### src/rtl/tcrc_gen.sv
// Transmit CAN CRC-15 generator: accumulates over unstuffed TX bits, then shifts CRC out MSB-first.
// Latency: register update visible one clock after each activ rising edge; crc_bit is combinational from crc_reg.
// Backpressure: none; the MAC FSM paces the block via activ edges and it never stalls the caller.
// Optional build macro TCRC_SELFCHECK_EN adds a shadow CRC register whose residue drives crc_err.
module tcrc_gen (
    input  logic        clock,
    input  logic        reset,
    input  logic        clr,
    input  logic        bitin,
    input  logic        activ,
    input  logic        sendcrc,
    output logic        crc_bit,
    output logic [14:0] crc_reg,
    output logic        busy,
    output logic        crc_done,
    output logic        crc_err
);

    // CAN uses a fixed 15-bit CRC; these are deliberately not overridable.
    localparam int              CRC_W    = 15;
    localparam logic [CRC_W-1:0] CRC_POLY = 15'h4599;
    localparam logic [3:0]      LAST_CNT = 4'd14;

    typedef enum logic [1:0] {
        ST_IDLE = 2'd0,
        ST_CALC = 2'd1,
        ST_SEND = 2'd2,
        ST_DONE = 2'd3
    } state_t;

    state_t           state_q;
    state_t           state_d;
    logic [CRC_W-1:0] crc_q;
    logic [CRC_W-1:0] crc_d;
    logic [3:0]       cnt_q;
    logic [3:0]       cnt_d;
    logic             activ_q;
    logic             step;
    logic             calc_fb;
    logic             calc_step;
    logic             send_step;

    // One step per rising edge of activ; a held-high activ yields a single step.
    assign step = activ & ~activ_q;

    // Steps that actually touch the register; clr overrides both.
    assign calc_step = ~clr & (state_q == ST_CALC) & step & ~sendcrc;
    assign send_step = ~clr & (state_q == ST_SEND) & step;

    // Feedback bit for accumulation: incoming data bit against the CRC MSB.
    assign calc_fb = bitin ^ crc_q[CRC_W-1];

    // Delay activ by one clock for edge detection.
    always_ff @(posedge clock or negedge reset) begin
        if (!reset) begin
            activ_q <= 1'b0;
        end else begin
            activ_q <= activ;
        end
    end

    // State, CRC and bit-counter registers.
    always_ff @(posedge clock or negedge reset) begin
        if (!reset) begin
            state_q <= ST_IDLE;
            crc_q   <= '0;
            cnt_q   <= '0;
        end else begin
            state_q <= state_d;
            crc_q   <= crc_d;
            cnt_q   <= cnt_d;
        end
    end

    // Next-state logic: clr restarts a frame from any state and swallows a coincident step.
    always_comb begin
        state_d = state_q;
        crc_d   = crc_q;
        cnt_d   = cnt_q;
        if (clr) begin
            state_d = ST_CALC;
            crc_d   = '0;
            cnt_d   = '0;
        end else begin
            case (state_q)
                ST_IDLE: begin
                    // Waiting for clr; steps and sendcrc have no meaning here.
                end
                ST_CALC: begin
                    if (sendcrc) begin
                        // Freeze the CRC; a step in this cycle belongs to no field.
                        state_d = ST_SEND;
                    end else if (step) begin
                        crc_d = {crc_q[CRC_W-2:0], 1'b0} ^ (calc_fb ? CRC_POLY : '0);
                    end
                end
                ST_SEND: begin
                    if (step) begin
                        // Plain shift: the MSB has just gone out on crc_bit.
                        crc_d = {crc_q[CRC_W-2:0], 1'b0};
                        if (cnt_q == LAST_CNT) begin
                            state_d = ST_DONE;
                            cnt_d   = '0;
                        end else begin
                            cnt_d = cnt_q + 4'd1;
                        end
                    end
                end
                ST_DONE: begin
                    // After 15 shifts the register is already zero; hold until clr.
                end
                default: begin
                    state_d = ST_IDLE;
                end
            endcase
        end
    end

    // Status outputs decoded from registered state only.
    assign busy     = (state_q == ST_CALC) || (state_q == ST_SEND);
    assign crc_done = (state_q == ST_DONE);
    assign crc_reg  = crc_q;
    assign crc_bit  = (state_q == ST_SEND) ? crc_q[CRC_W-1] : 1'b0;

`ifdef TCRC_SELFCHECK_EN
    // Shadow CRC runs over data plus transmitted CRC bits; a correct frame leaves zero residue.
    logic [CRC_W-1:0] shadow_q;
    logic [CRC_W-1:0] shadow_d;
    logic             err_q;
    logic             err_d;
    logic             shadow_fb;
    logic             enter_done;

    assign enter_done = (state_q == ST_SEND) && (state_d == ST_DONE);

    // Feedback uses the data bit while accumulating and the outgoing CRC bit while sending.
    always_comb begin
        shadow_fb = 1'b0;
        if (calc_step) begin
            shadow_fb = bitin ^ shadow_q[CRC_W-1];
        end else if (send_step) begin
            shadow_fb = crc_bit ^ shadow_q[CRC_W-1];
        end
    end

    // Shadow next value and error capture on the SEND->DONE transition.
    always_comb begin
        shadow_d = shadow_q;
        err_d    = err_q;
        if (clr) begin
            shadow_d = '0;
            err_d    = 1'b0;
        end else begin
            if (calc_step || send_step) begin
                shadow_d = {shadow_q[CRC_W-2:0], 1'b0} ^ (shadow_fb ? CRC_POLY : '0);
            end
            if (enter_done) begin
                err_d = |shadow_d;
            end
        end
    end

    // Shadow register and error flag.
    always_ff @(posedge clock or negedge reset) begin
        if (!reset) begin
            shadow_q <= '0;
            err_q    <= 1'b0;
        end else begin
            shadow_q <= shadow_d;
            err_q    <= err_d;
        end
    end

    assign crc_err = err_q;
`else
    assign crc_err = 1'b0;
`endif

`ifndef SYNTHESIS
    // The bit counter only ranges over the 15 CRC bit positions.
    a_cnt_range: assert property (@(posedge clock) disable iff (!reset) cnt_q <= LAST_CNT);
    // No CRC data leaks onto the output outside SEND.
    a_bit_quiet: assert property (@(posedge clock) disable iff (!reset)
                                  (state_q != ST_SEND) |-> !crc_bit);
`endif

endmodule

### config.mk
export PLATFORM = sky130hd
export DESIGN_NAME = tcrc_gen
export DESIGN_NICKNAME = d
export VERILOG_FILES = /design/src/rtl/tcrc_gen.sv
export SDC_FILE = /design/constraint.sdc
export NUM_CORES = 1
export LEC_CHECK = 0
export CORE_MARGIN = 2
export CORE_UTILIZATION = 46
export CTS_CLUSTER_SIZE = 16
export DETAILED_ROUTE_END_ITERATION = 10
export GPL_ROUTABILITY_DRIVEN = 0
export PLACE_DENSITY = 0.85
export SLEW_MARGIN = 5
export SYNTH_ARGS = -nofsm -noshare
export SYNTH_HDL_FRONTEND = slang
export SYNTH_SLANG_ARGS = --single-unit
export TNS_END_PERCENT = 5
### constraint.sdc
create_clock -name clock -period 1.78 [get_ports clock]
set_clock_uncertainty 0.15 [all_clocks]
set_input_delay 0.267 -clock clock [delete_from_list [all_inputs] [get_ports clock]]
set_output_delay 0.267 -clock clock [all_outputs]
set_load 0.1 [all_outputs]
==> run_results.csv, run 1 <==
group,metric,value,unit
outcome,run_status,"finished, violations left",
outcome,violations,"negative setup slack",
logic_synthesis,synth.distinct_cells,36,
place,dpl.hpwl,2190,um
worst_setup_path,worstReg2RegEnd,"crc_reg[0]",
timing,final.setup.worst_slack,-0.0236,ns
clock_tree,htree_num_levels,1,
drt,num_vias,1165,
global_routing,antenna_found_initial,0,
worst_setup_path,critPathLaunchType,"flip-flop",
clock_tree,cts_sinks,22,
clock_tree,cts_root_buf,"clkbuf_4",
logic_synthesis,synth_area,1320,um^2
global_routing,grt_overflow,0,
clock_tree,clkTransAtPathRegs,0.12,ns
die,die_area,3310,um^2
die,die_h,57.5,um
pwr,p_leak,0.000818,uW
logic_synthesis,ys_warn_count,0,
layout,utilization,71.5,%
pwr,p_total,1450,uW
global_routing,grt_max_degree,23,
place,dp_slack,-0.132,ns
pwr,peakVddDrop,0.000729,V
logic_synthesis,ys_seq_area_share,41.8,%
worst_setup_path,critical_path_class,"flip-flop to flip-flop",
logic_synthesis,synth-seq-cells,22,
layout,final_nets,177,
worst_setup_path,worstPathCellList,"buf_6 > ha_4 > or2_4 > a31o_2 > mux2_2",
die,num_io_pins,25,
timing,finalCritPeriodShare,101,%
drt,drt-pass1-iter-count,4,
drt,totalWireLength,3340,um
logic_synthesis,syn-num-nets,140,
layout,antenna_cells,0,
layout,layout_commonest_cell,"dfrtp_1",
pwr,powerDensity,744,nW/um^2
logic_synthesis,postSynth.asyncResetShare,100,%
worst_setup_path,cp_top_family,"flip-flops",
worst_setup_path,path_depth,5,
drt,drtIter0Drc,48,
timing,fmax,0.554,GHz
worst_setup_path,crit_fanout,7,
layout,syn2layout_area_growth,48.5,%
drt,drcViolationCount,0,
drt,routedWlPerCell,17.0,um
drt,vias_per_cell,5.94,
layout,mostFrequentLayoutCells,"dfrtp_1, buf_12, buf_4, nor2_1, inv_1",
global_routing,grt_pass1_wl,5340,um
layout,fillers,179,
worst_setup_path,critPathCaptureType,"flip-flop",
die,dieWidth,57.5,um
die,core,2730,um^2
clock_tree,worstSkewPairLatency,0.30,ns
logic_synthesis,synth_flop_cell,"dfrtp_1",
clock_tree,cts_tree,"done",
worst_setup_path,worstRegToRegCells,5,
worst_setup_path,cp_num_buf_inv,1,
global_routing,grt_pass1_vias,1134,
drt,drtAntennaViolNets,0,
global_routing,grtUsageTotal,20.3,%
die,start_util,48.1,%
clock_tree,cts_buffer_depth,2,
logic_synthesis,postSynthAreaPerCell,10.2,um^2
timing,grt_setup_unrepaired,"yes",
layout,largest_reg_flops,15,
worst_setup_path,slowest_delay,0.42,ns
layout,drive_gt1_share,39.4,%
run,cap_violations,0,
timing,finalHoldViolations,0,
clock_tree,cts_buffers,3,
logic_synthesis,syn_inst,129,
worst_setup_path,cp-startpoint,"state_q[0]",
layout,regArea,553,um^2
worst_setup_path,timing.rr.start,"state_q[0]",
place,portBuffers,23,
timing,slew_viol_final,0,
worst_setup_path,cp.required,1.83,ns
timing,timing.final.crit_period,1.80,ns
die,placementRows,19,
timing,finalSetupViolCount,8,
layout,multiInputGateArea,738,um^2
worst_setup_path,critPathArrivalTime,1.85,ns
worst_setup_path,cp_slowest_cell,"dfrtp_1",
logic_synthesis,synth_edf_count,0,
worst_setup_path,r2r_slack,-0.02,ns
worst_hold_path,hold_class,"input pin to asynchronous set/reset pin",
worst_setup_path,critPathCapture,"crc_reg[0]",
## Yosys cell counts, drive strengths merged, types with 2 or more instances
| library cell | instances | area [um^2] |
|---|---|---|
| nand3b | 2 | 15.0 |
| nand4 | 6 | 37.5 |
| mux2 | 9 | 116 |
| inv | 10 | 37.5 |
| a21oi | 6 | 30.0 |
| nor2b | 6 | 37.5 |
| o2111ai | 6 | 52.6 |
| nand2 | 4 | 15.0 |
| or2 | 2 | 15.0 |
| nor2 | 9 | 33.8 |
| o221ai | 6 | 52.6 |
| o21ai | 2 | 10.0 |
| or3 | 3 | 18.8 |
| clkbuf | 4 | 15.0 |
| nand2b | 3 | 18.8 |
| a31oi | 2 | 12.5 |
| buf | 6 | 43.8 |
| dfrtp | 22 | 551 |
| nor4bb | 5 | 50.1 |
| ha | 5 | 62.6 |
## metal layers
metal | GRT usage (%) | share of wire (%) | up-vias | wire length [um]
met2 | 33.6 | 52 | 50 | 1730
met5 | 0 | 0 | - | 0
met4 | 4.32 | 1.5 | 0 | 51
li1 | - | - | 540 | -
met1 | 28.2 | 41 | 565 | 1360
met3 | 2.95 | 5.7 | 10 | 190
## cell type report
type	instances	area share [%]
well taps	31	1.98
repair buffers	41	28.7
clock buffers	4	1.34
inverters	10	1.92
flip-flops and latches	22	28.3
multi-input cells	88	37.8
## worst min path at each step
stage / slack (ns) / startpoint / depth (start not counted) / endpoint
after detailed placement: 0.42 / cnt_q[1] / 2 / cnt_q[1]
after global placement: 0.40 / cnt_q[1] / 2 / cnt_q[1]
after floorplan: -0.18 / reset / 0 / activ_q
after global routing: 0.17 / reset / 2 / state_q[0]
final: 0.15 / reset / 2 / crc_reg[4]
after CTS: 0.15 / reset / 2 / crc_reg[1]
## power breakdown
group          internal, uW  total [uW]  switching [uW]
Sequential              530         572            42.6
Clock                  87.2         236             149
Combinational           247         646             399
Total                   864        1450             590
## repair_timing
| action | 4_1_cts | 5_1_grt |
|---|---|---|
| pin swaps | 6 | 4 |
| resized for setup | 8 | 10 |
| setup buffers | 5 | 0 |
| hold buffers | 0 | 0 |
| gates cloned | 1 | 0 |
| endpoints found under the setup margin | 13 | 21 |
## logic make-up (layout without fill, tap and decap cells)
kind of cell    after synthesis  in the layout  synth area share, %
flops                        22             22                 41.8
buf+inv                      20             55                 7.32
mux                           9              9                 8.84
fa+ha+maj                     5              5                 4.75
compound gates               25             26                 14.6
xor+xnor                      1              1                0.666
other cells                   1              1                0.285
simple gates                 46             46                 21.7
## stage by stage
| stage | hold WS [ns] | cells | setup TNS, ns | cell area, um^2 |
|---|---|---|---|---|
| 2_1_floorplan | -0.179 | 129 | -0.667 | 1320 |
| 3_3_place_gp | 0.399 | 186 | -0.570 | 1810 |
| 3_5_place_dp | 0.423 | 186 | -1.13 | 1810 |
| 4_1_cts | 0.155 | 196 | -0.0360 | 1910 |
| 5_1_grt | 0.175 | 196 | -0.745 | 1950 |
| 6_report | 0.149 | 196 | -0.142 | 1950 |
Power figures use the tool's default switching activity.
==> inputs of run 2 (changes only) <==
--- a/config.mk
+++ b/config.mk
@@ -10,7 +10,7 @@
 export CTS_CLUSTER_SIZE = 16
 export DETAILED_ROUTE_END_ITERATION = 10
 export GPL_ROUTABILITY_DRIVEN = 0
-export PLACE_DENSITY = 0.85
+export PLACE_DENSITY = 0.75
 export SLEW_MARGIN = 5
 export SYNTH_ARGS = -nofsm -noshare
 export SYNTH_HDL_FRONTEND = slang
==> run 2 against run 1 <==
Effect of this change:
- the flow still finishes with violations (negative setup slack)
- largest power group unchanged
- first-iteration DRC count fell by 4.2%
- combinational power rose by 2%
- final area rose by 1.9%
- critical path depth rose by 1
- register-to-register slack got worse by 0.02 ns
- worst setup slack got worse by 0.091 ns
- global-route usage rose by 3.5 points
- critical endpoint is now crc_bit
- die area did not move
- routed wire length rose by 6.1%
- fmax fell by 4.8%
- final cell count rose by 2.0%
==> run_results.csv, run 2 (synthesis results as in run 1) <==
group,metric,value,unit
worst_setup_path,critPathCaptureType,"primary output",
worst_setup_path,worstPathCellList,"inv_1 > ha_2 > buf_6 > buf_8 > and2_4 > buf_12",
pwr,powerDensity,740,nW/um^2
clock_tree,cts_buffers,3,
drt,drcViolationCount,0,
layout,regArea,552,um^2
pwr,p_leak,0.000843,uW
clock_tree,cts_buffer_depth,2,
clock_tree,cts_hold_buffers,0,
timing,slew_viol_final,0,
layout,largest_reg_flops,15,
layout,multiInputGateArea,747,um^2
global_routing,grt_pass1_vias,1230,
timing,grt_setup_unrepaired,"yes",
clock_tree,htree_num_levels,1,
clock_tree,cts_tree,"done",
worst_setup_path,crit_fanout,2,
global_routing,grt_max_degree,23,
worst_setup_path,cp.required,1.36,ns
worst_setup_path,slowest_delay,0.39,ns
timing,finalHoldWorstSlack,0.126,ns
die,placementRows,19,
drt,drt-pass1-iter-count,4,
run,cap_violations,0,
global_routing,grt_overflow,0,
worst_setup_path,cp_top_family,"buffers and inverters",
layout,antenna_cells,0,
timing,finalCritPeriodShare,106,%
global_routing,grt_pass1_wl,6080,um
worst_setup_path,cp_num_buf_inv,4,
layout,layout_commonest_cell,"dfrtp_1",
clock_tree,clkTransAtPathRegs,0.12,ns
drt,totalWireLength,3540,um
worst_setup_path,critPathLaunchType,"flip-flop",
layout,mostFrequentLayoutCells,"dfrtp_1, buf_4, buf_12, inv_1, nor2_1",
global_routing,grtUsageTotal,23.7,%
clock_tree,worstSkewPairLatency,0.32,ns
timing,finalSetupViolCount,11,
worst_setup_path,critical_path_class,"flip-flop to primary output",
worst_hold_path,hold_class,"input pin to asynchronous set/reset pin",
outcome,run_status,"finished, violations left",
clock_tree,cts_sinks,22,
place,portBuffers,23,
pwr,peakVddDrop,0.000658,V
layout,final_nets,181,
timing,fmax,0.528,GHz
die,num_io_pins,25,
worst_setup_path,r2r_slack,-0.04,ns
die,core,2730,um^2
pwr,p_total,1470,uW
timing,setup_tns,-0.300,ns
drt,vias_per_cell,5.93,
global_routing,antenna_found_initial,0,
timing,final.setup.worst_slack,-0.115,ns
outcome,violations,"negative setup slack",
die,dieWidth,57.5,um
drt,drtIter0Drc,46,
layout,drive_gt1_share,40.8,%
die,die_h,57.5,um
drt,num_vias,1185,
drt,routedWlPerCell,17.7,um
worst_setup_path,cp_slowest_cell,"dfrtp_1",
drt,drtAntennaViolNets,0,
place,dpl.hpwl,2430,um
die,die_area,3310,um^2
layout,syn2layout_area_growth,51.3,%
layout,fillers,182,
clock_tree,cts_root_buf,"clkbuf_4",
die,start_util,48.1,%
worst_setup_path,critPathArrivalTime,1.48,ns
timing,timing.final.crit_period,1.89,ns
timing,finalHoldViolations,0,
-- run 2: cell count changes in the layout (fill, tap and decap cells not counted), moves of 2 or more --
cell	before	now
buf_4	15	19
o221ai_1	4	1
o221ai_2	2	5
ha_2	0	2
ha_4	3	1
inv_1	8	10
inv_2	2	0
-- run 2: layout make-up --
type                       count  area share, %
multi-input combinational     88           37.5
timing repair buffer          45           29.6
sequential                    22           27.7
tap                           31           1.95
inverter                      10           1.88
clock buffer                   4           1.32
-- run 2: final timing paths --
check                            from  depth (start not counted)           to
max reg2reg                state_q[0]                          5  crc_reg[11]
min                             reset                          2     cnt_q[2]
min reg2reg                  cnt_q[1]                          2     cnt_q[1]
min in group clock           cnt_q[1]                          2     cnt_q[1]
max                        state_q[0]                          6      crc_bit
max in group asynchronous       reset                          2  crc_reg[14]
-- run 2: metrics by stage --
step                instance area [um^2]  setup slack [ns]  utilization (%)  instances
floorplan                           1320            -0.137                -        129
global placement                    1840           -0.0559             67.5        191
detailed placement                  1840            -0.106             67.5        191
CTS                                 1960            -0.100             71.7        198
global route                        1990            -0.165             72.9        200
finish                              1990            -0.115             72.9        200
-- run 2: power breakdown --
group	switching, uW	internal (uW)	leakage [uW]	total, uW
logic	405	255	0.000534	659
registers	39.1	529	0.000295	568
clock network	159	87.9	0.0000150	247
total	603	872	0.000843	1470
-- run 2: per-layer routing --
| metal | up-vias | routed length (um) | track usage [%] |
|---|---|---|---|
| met5 | - | 0 | 0 |
| met4 | 0 | 91 | 11.0 |
| met3 | 9 | 153 | 4.08 |
| met2 | 40 | 1850 | 39.3 |
| met1 | 580 | 1440 | 30.1 |
| li1 | 556 | - | - |
-- run 2: timing repair --
| item | CTS | global route |
|---|---|---|
| hold endpoints to repair | 0 | 0 |
| setup buffers | 2 | 2 |
| pin swaps | 1 | 3 |
| cloned | 1 | 0 |
| endpoints found under the setup margin | 14 | 22 |
| gates resized for setup | 14 | 4 |
